## config.mk

```make
export PLATFORM = sky130hd
export DESIGN_NAME = bht_ghist_predictor_flat
export DESIGN_NICKNAME = d
export VERILOG_FILES = /design/src/rtl/bht_ghist_predictor_if.sv /design/src/rtl/bht_ghist_predictor.sv /design/src/flat_wrapper.sv
export SDC_FILE = /design/constraint.sdc
export NUM_CORES = 1
export LEC_CHECK = 0
export CAP_MARGIN = 20
export CORE_MARGIN = 2
export CORE_UTILIZATION = 45
export DETAILED_ROUTE_END_ITERATION = 6
export SLEW_MARGIN = 20
export SYNTH_ARGS = -nofsm -noshare
export SYNTH_HDL_FRONTEND = slang
export SYNTH_SLANG_ARGS = --single-unit
```

## constraint.sdc

```tcl
create_clock -name clk_i -period 6.07 [get_ports clk_i]
set_clock_uncertainty 0.05 [all_clocks]
set_input_delay 1.214 -clock clk_i [delete_from_list [all_inputs] [get_ports clk_i]]
set_output_delay 1.214 -clock clk_i [all_outputs]
set_load 0.01 [all_outputs]
```

## src/rtl/bht_ghist_predictor_if.sv

```systemverilog
// bht_ghist_predictor_if: lookup, training, flush and status signals of the global-history BHT.
// The slave side is the predictor; the master side is fetch/execute (or a testbench).
interface bht_ghist_predictor_if #(
  parameter int unsigned VLEN            = 32,
  parameter int unsigned HIST_BITS       = 3,
  parameter int unsigned INSTR_PER_FETCH = 2
);
  logic                       flush_bht_i;
  logic [VLEN-1:0]            vpc_i;
  logic [INSTR_PER_FETCH-1:0] pred_valid_o;
  logic [INSTR_PER_FETCH-1:0] pred_taken_o;
  logic                       upd_valid_i;
  logic [VLEN-1:0]            upd_pc_i;
  logic                       upd_taken_i;
  logic                       busy_o;
  logic [HIST_BITS-1:0]       ghist_o;
  logic [31:0]                perf_mispredict_o;

  modport master (
    output flush_bht_i, vpc_i, upd_valid_i, upd_pc_i, upd_taken_i,
    input  pred_valid_o, pred_taken_o, busy_o, ghist_o, perf_mispredict_o
  );

  modport slave (
    input  flush_bht_i, vpc_i, upd_valid_i, upd_pc_i, upd_taken_i,
    output pred_valid_o, pred_taken_o, busy_o, ghist_o, perf_mispredict_o
  );
endinterface

```

## src/rtl/bht_ghist_predictor.sv

```systemverilog
// bht_ghist_predictor: gshare-style BHT, 2-bit counters per RVC slot, row-by-row flush sweep.
// Define BHT_PERF_CNT_EN to add the 32-bit mispredict counter on perf_mispredict_o.
module bht_ghist_predictor #(
  parameter int unsigned VLEN            = 32,
  parameter int unsigned NR_ENTRIES      = 128,
  parameter int unsigned HIST_BITS       = 3,
  parameter int unsigned INSTR_PER_FETCH = 2
) (
  input logic                  clk_i,
  input logic                  rst_i,
  bht_ghist_predictor_if.slave bus
);
  localparam int unsigned NR_ROWS   = NR_ENTRIES / INSTR_PER_FETCH;
  localparam int unsigned ROW_BITS  = $clog2(NR_ROWS);
  localparam int unsigned SLOT_BITS = $clog2(INSTR_PER_FETCH);
  localparam int unsigned OFS       = SLOT_BITS + 1;

  typedef enum logic {IDLE, FLUSH} state_t;

  state_t                     state_q, state_d;
  logic                       valid_q [NR_ROWS][INSTR_PER_FETCH];
  logic [1:0]                 ctr_q   [NR_ROWS][INSTR_PER_FETCH];
  logic [HIST_BITS-1:0]       ghist_q;
  logic [ROW_BITS-1:0]        ptr_q;
  logic                       busy;

  logic [ROW_BITS-1:0]        ghist_ext, lookup_row, upd_row;
  logic [SLOT_BITS-1:0]       upd_slot;
  logic                       flush_start, upd_accept;
  logic                       cur_valid;
  logic [1:0]                 cur_ctr, upd_ctr;
  logic [HIST_BITS:0]         ghist_shift;
  logic [INSTR_PER_FETCH-1:0] pred_valid, pred_taken;
  logic                       unused_pc_bits;

  assign ghist_ext   = ROW_BITS'(ghist_q);
  assign lookup_row  = bus.vpc_i[OFS+ROW_BITS-1:OFS] ^ ghist_ext;
  assign upd_row     = bus.upd_pc_i[OFS+ROW_BITS-1:OFS] ^ ghist_ext;
  assign upd_slot    = bus.upd_pc_i[OFS-1:1];
  assign ghist_shift = {ghist_q, bus.upd_taken_i};
  assign cur_valid   = valid_q[upd_row][upd_slot];
  assign cur_ctr     = ctr_q[upd_row][upd_slot];
  assign flush_start = (state_q == IDLE) && bus.flush_bht_i;
  assign upd_accept  = (state_q == IDLE) && !bus.flush_bht_i && bus.upd_valid_i;

  // PC bits outside the index only alias; they are intentionally dropped.
  assign unused_pc_bits = ^{bus.vpc_i[VLEN-1:OFS+ROW_BITS], bus.vpc_i[OFS-1:0],
                            bus.upd_pc_i[VLEN-1:OFS+ROW_BITS], bus.upd_pc_i[0]};

  always_ff @(posedge clk_i) begin
    if (rst_i) state_q <= IDLE;
    else       state_q <= state_d;
  end

  always_comb begin
    state_d = state_q;
    case (state_q)
      IDLE:    if (bus.flush_bht_i) state_d = FLUSH;
      FLUSH:   if (ptr_q == ROW_BITS'(NR_ROWS - 1)) state_d = IDLE;
      default: state_d = IDLE;
    endcase
  end

  always_comb begin
    busy = (state_q == FLUSH);
  end

  // A fresh entry starts weakly biased toward the first observed outcome.
  always_comb begin
    upd_ctr = cur_ctr;
    if (!cur_valid)                                upd_ctr = bus.upd_taken_i ? 2'b10 : 2'b01;
    else if (bus.upd_taken_i && cur_ctr != 2'b11)  upd_ctr = cur_ctr + 2'b01;
    else if (!bus.upd_taken_i && cur_ctr != 2'b00) upd_ctr = cur_ctr - 2'b01;
  end

  always_ff @(posedge clk_i) begin
    if (rst_i) begin
      for (int r = 0; r < NR_ROWS; r++) begin
        for (int s = 0; s < INSTR_PER_FETCH; s++) begin
          valid_q[r][s] <= 1'b0;
          ctr_q[r][s]   <= 2'b00;
        end
      end
      ghist_q <= '0;
      ptr_q   <= '0;
    end else if (flush_start) begin
      ghist_q <= '0;
      ptr_q   <= '0;
    end else if (state_q == FLUSH) begin
      for (int s = 0; s < INSTR_PER_FETCH; s++) begin
        valid_q[ptr_q][s] <= 1'b0;
        ctr_q[ptr_q][s]   <= 2'b00;
      end
      ptr_q <= ptr_q + ROW_BITS'(1);
    end else if (upd_accept) begin
      valid_q[upd_row][upd_slot] <= 1'b1;
      ctr_q[upd_row][upd_slot]   <= upd_ctr;
      ghist_q                    <= ghist_shift[HIST_BITS-1:0];
    end
  end

  always_comb begin
    pred_valid = '0;
    pred_taken = '0;
    for (int s = 0; s < INSTR_PER_FETCH; s++) begin
      pred_valid[s] = valid_q[lookup_row][s] & ~busy;
      pred_taken[s] = ctr_q[lookup_row][s][1] & pred_valid[s];
    end
  end

  assign bus.pred_valid_o = pred_valid;
  assign bus.pred_taken_o = pred_taken;
  assign bus.busy_o       = busy;
  assign bus.ghist_o      = ghist_q;

`ifdef BHT_PERF_CNT_EN
  logic [31:0] perf_q;

  // Compares against the pre-update direction; an invalid entry predicts not-taken.
  always_ff @(posedge clk_i) begin
    if (rst_i)
      perf_q <= '0;
    else if (upd_accept && ((cur_valid & cur_ctr[1]) != bus.upd_taken_i))
      perf_q <= perf_q + 32'd1;
  end

  assign bus.perf_mispredict_o = perf_q;
`else
  assign bus.perf_mispredict_o = '0;
`endif

endmodule

```

## src/flat_wrapper.sv

```systemverilog
// flat-port wrapper written by rule: the top's interface ports become plain ports
module bht_ghist_predictor_flat 
#(
  parameter int unsigned VLEN            = 32,
  parameter int unsigned NR_ENTRIES      = 128,
  parameter int unsigned HIST_BITS       = 3,
  parameter int unsigned INSTR_PER_FETCH = 2
)
  (clk_i, rst_i, bus_flush_bht_i, bus_vpc_i, bus_upd_valid_i, bus_upd_pc_i, bus_upd_taken_i, bus_pred_valid_o, bus_pred_taken_o, bus_busy_o, bus_ghist_o, bus_perf_mispredict_o);
  bht_ghist_predictor_if #(.VLEN(VLEN), .HIST_BITS(HIST_BITS), .INSTR_PER_FETCH(INSTR_PER_FETCH)) bus_i ();
  input logic clk_i;
  input logic rst_i;
  input wire logic [$bits(bus_i.flush_bht_i)-1:0] bus_flush_bht_i;
  input wire logic [$bits(bus_i.vpc_i)-1:0] bus_vpc_i;
  input wire logic [$bits(bus_i.upd_valid_i)-1:0] bus_upd_valid_i;
  input wire logic [$bits(bus_i.upd_pc_i)-1:0] bus_upd_pc_i;
  input wire logic [$bits(bus_i.upd_taken_i)-1:0] bus_upd_taken_i;
  output wire logic [$bits(bus_i.pred_valid_o)-1:0] bus_pred_valid_o;
  output wire logic [$bits(bus_i.pred_taken_o)-1:0] bus_pred_taken_o;
  output wire logic [$bits(bus_i.busy_o)-1:0] bus_busy_o;
  output wire logic [$bits(bus_i.ghist_o)-1:0] bus_ghist_o;
  output wire logic [$bits(bus_i.perf_mispredict_o)-1:0] bus_perf_mispredict_o;
  assign bus_i.flush_bht_i = bus_flush_bht_i;
  assign bus_i.vpc_i = bus_vpc_i;
  assign bus_i.upd_valid_i = bus_upd_valid_i;
  assign bus_i.upd_pc_i = bus_upd_pc_i;
  assign bus_i.upd_taken_i = bus_upd_taken_i;
  assign bus_pred_valid_o = bus_i.pred_valid_o;
  assign bus_pred_taken_o = bus_i.pred_taken_o;
  assign bus_busy_o = bus_i.busy_o;
  assign bus_ghist_o = bus_i.ghist_o;
  assign bus_perf_mispredict_o = bus_i.perf_mispredict_o;
  bht_ghist_predictor #(.VLEN(VLEN), .NR_ENTRIES(NR_ENTRIES), .HIST_BITS(HIST_BITS), .INSTR_PER_FETCH(INSTR_PER_FETCH)) u_core (.clk_i(clk_i), .rst_i(rst_i), .bus(bus_i));
endmodule
```

==> impl_metrics.py <==
metrics = {
    "status": {
        "status": "finished clean",
    },
    "worst_setup_path": {
        "crit_type": "input pin to output pin",
        "cpMaxStageDelayCell": "mux4_2",
        "r2r_end": "u_core.ctr_q[35][3]",
        "worst-path-buf-inv": 4,
        "cp-start-kind": "input pin",
        "cp_top_family": "multiplexers",
        "critPathMaxFanout": 19,
        "regToRegSetupSlack_ps": 1030,
        "worstReg2RegStart": "u_core.bus.ghist_o[0]",
        "endpoint_kind": "output pin",
        "reg2reg_depth": 15,
        "crit_chain": "clkdlybuf4s50_1 -> xor2_4 -> buf_12 -> buf_12 -> mux4_2 -> mux4_2 -> mux4_2 -> and3_1 -> clkdlybuf4s50_1",
        "critPathRequiredTime_ps": 4810,
        "critical_path.max_stage_delay_ps": 550,
        "cp_common_cell": "mux4_2",
        "crit_arrival_ps": 4670,
    },
    "synthesis": {
        "synth_area_leaders": "edfxtp_1, mux4_2, nor2_1",
        "synth_ff_type": "edfxtp_1",
        "synth_top_family_by_area": "multiplexers",
        "yosys_register_bits": 394,
        "yosysWarnings": 0,
        "yosysTopAreaCell": "edfxtp_1",
        "synth_compound_area_share_pct": 5.92,
        "synth_async_sr_flop_share_pct": 0,
        "synthCells": 1757,
        "synth_top_cell_area_share_pct": 53.6,
        "synth.area.mux_share_pct": 17.6,
        "synth-simple-area-share_pct": 15.8,
        "avgSynthCellArea_sq_um": 12.2,
        "synth_xor_area_share_pct": 0.698,
        "ys_seq_area_share_pct": 54.6,
        "synth_edf_count": 384,
        "syn_area_sq_um": 21500,
        "ys_types": 68,
        "synthAdderAreaFrac_pct": 0.175,
    },
    "global_route": {
        "grt_pass1_wl_um": 97800,
        "gr-total-overflow": 0,
        "grt_max_degree": 75,
        "grt_pass1_vias": 14885,
        "grt_usage_pct": 27.1,
        "antenna_found_initial": 0,
    },
    "sta": {
        "setup_viol": 0,
        "worst_pin_slew_ps": 1050,
        "maxSlewHeadroom_pct": 29.7,
        "slew_violations": 0,
        "rsz0062_at_grt": "no",
        "min_period_over_period_pct": 97.8,
        "max_freq_mhz": 168,
        "finalCriticalPeriod_ps": 5940,
        "final-hold-violation-count": 0,
        "setup_slack_ps": 134,
        "tns_ps": 0,
    },
    "die": {
        "fp.coreArea_sq_um": 47400,
        "die_x_um": 223,
        "rows": 80,
        "die_h_um": 223,
        "start_util_pct": 45.3,
        "die_area_sq_um": 49500,
        "pin_count": 109,
    },
    "cells_and_area": {
        "nFillCells": 4148,
        "n_antenna_cell": 0,
        "mostFrequentLayoutCell": "edfxtp_1",
        "syn_to_final_growth_pct": 13.2,
        "drive_above_1_share_pct": 18.5,
        "final_nets": 1874,
        "mostFrequentLayoutCells": "edfxtp_1, nor2_1, nand2_1",
    },
    "route": {
        "dr.pass1.iters": 5,
        "wl_um": 66600,
        "viasPerCell": 6.29,
        "vias": 15386,
        "antenna_left": 0,
        "drc": 0,
        "wl_per_cell_um": 27.2,
        "drtIter0Drc": 1879,
    },
    "min_path": {
        "hold_class": "register to register",
        "min_to": "u_core.ptr_q[5]",
        "whs_path_depth": 2,
        "min-delay-start": "u_core.ptr_q[5]",
    },
    "place": {
        "hpwl_um": 45500,
        "post-place-ws_ps": 43.4,
        "port_buffers": 25,
        "gpl.final_weighted_congestion": 0.935,
    },
    "power_and_ir_drop": {
        "powerDensity_nw_per_um2": 267,
        "power.leakage_nw": 8.20,
        "ir_drop_uv": 166,
        "power.total_mw": 6.49,
    },
    "cts": {
        "postCtsSetupBuffers": 0,
        "cts_resized": 0,
        "cts.htree.levels": 2,
        "cts-root-buf": "clkbuf_16",
        "tritoncts": "done",
        "holdBufCountCts": 0,
        "cts_buffer_depth": 3,
        "clock_sinks": 394,
        "cts_made_buffers": 44,
        "insertion_delay_ps": 570,
        "clk_transition_reported_paths_ps": 60,
    },
    "run": {
        "cap_violations": 0,
    },
}
state kept, by name, indices dropped and copies added, names as in the netlist:
signal              count
u_core.ctr_q          256
u_core.ptr_q            6
u_core.bus.ghist_o      3
u_core.valid_q        128
u_core.bus.busy_o       1
worst max-delay path by stage:
stage | startpoint | endpoint | slack (ps) | cells past startpoint
after CTS | bus_vpc_i[2] | bus_pred_taken_o[1] | 130 | 9
after global placement | bus_upd_pc_i[2] | u_core.ctr_q[23][1] | 120 | 16
after floorplan | bus_vpc_i[2] | bus_pred_taken_o[0] | 760 | 6
final | bus_vpc_i[2] | bus_pred_taken_o[1] | 130 | 9
after detailed placement | bus_upd_pc_i[2] | u_core.ctr_q[56][3] | 40 | 16
after global routing | bus_vpc_i[2] | bus_pred_taken_o[1] | 60 | 9
worst min-delay path: cells and delay by family (launching register included):
kind,cells,cell delay (ps)
flip-flops,1,340
AO/OA/AOI/OAI,2,160
Yosys cell counts (all sizes together) (4+ instances only):
library cell    n
dfxtp          10
nand4          17
o22ai           9
mux4          156
nor2          313
nor3           29
a32oi           9
clkbuf         65
and3            6
o2111ai         4
edfxtp        384
xor2            7
nand2         205
nand2b        132
inv            22
mux2i          25
buf           107
xnor2           8
a22oi           4
and2           14
a21oi         132
o21ai           8
nand3          21
nor4            4
a311oi          4
a31oi          13
stage by stage:
| step | util (%) | instance area, sq um | hold slack, ps | instances |
|---|---|---|---|---|
| after CTS | 51.3 | 24300 | 494 | 2446 |
| after detailed placement | 48.5 | 23000 | 470 | 2371 |
| after floorplan | - | 21600 | 429 | 1788 |
| final | 51.3 | 24300 | 496 | 2446 |
| after global placement | 48.5 | 23000 | 473 | 2371 |
| after global routing | 51.3 | 24300 | 528 | 2446 |
logic make-up after synthesis:
| logic type | count (synthesis) |
|---|---|
| other | 1 |
| XOR/XNOR | 15 |
| multiplexers | 182 |
| flip-flops | 394 |
| buffers and inverters | 194 |
| AO/OA/AOI/OAI | 211 |
| adder cells (fa/ha/maj) | 3 |
| AND/OR/NAND/NOR | 757 |
area by class of cell:
type	count	area, sq um	area share (%)
clock buffers	62	1220	5.02
clock inverters	13	108	0.442
inverters	22	82.6	0.339
multi-input cells	1200	8920	36.7
flip-flops and latches	394	11700	48.2
well taps	615	769	3.16
repair buffers	140	1500	6.16
metal layers:
metal  share of wire [%]  vias to the layer above  track usage, %
met2                  46                      975            42.1
met1                  39                     7696            37.1
li1                    -                     6548               -
met5                   0                        -               0
met3                  11                      167            6.14
met4                 4.1                        0            10.8
power by group:
group / internal [mW] / leakage, nW / total (mW) / switching, mW
registers: 3.07 / 4.05 / 3.12 / 0.0521
clock network: 1.47 / 0.641 / 2.55 / 1.08
logic: 0.350 / 3.52 / 0.820 / 0.470
Power figures use the tool's default switching activity.
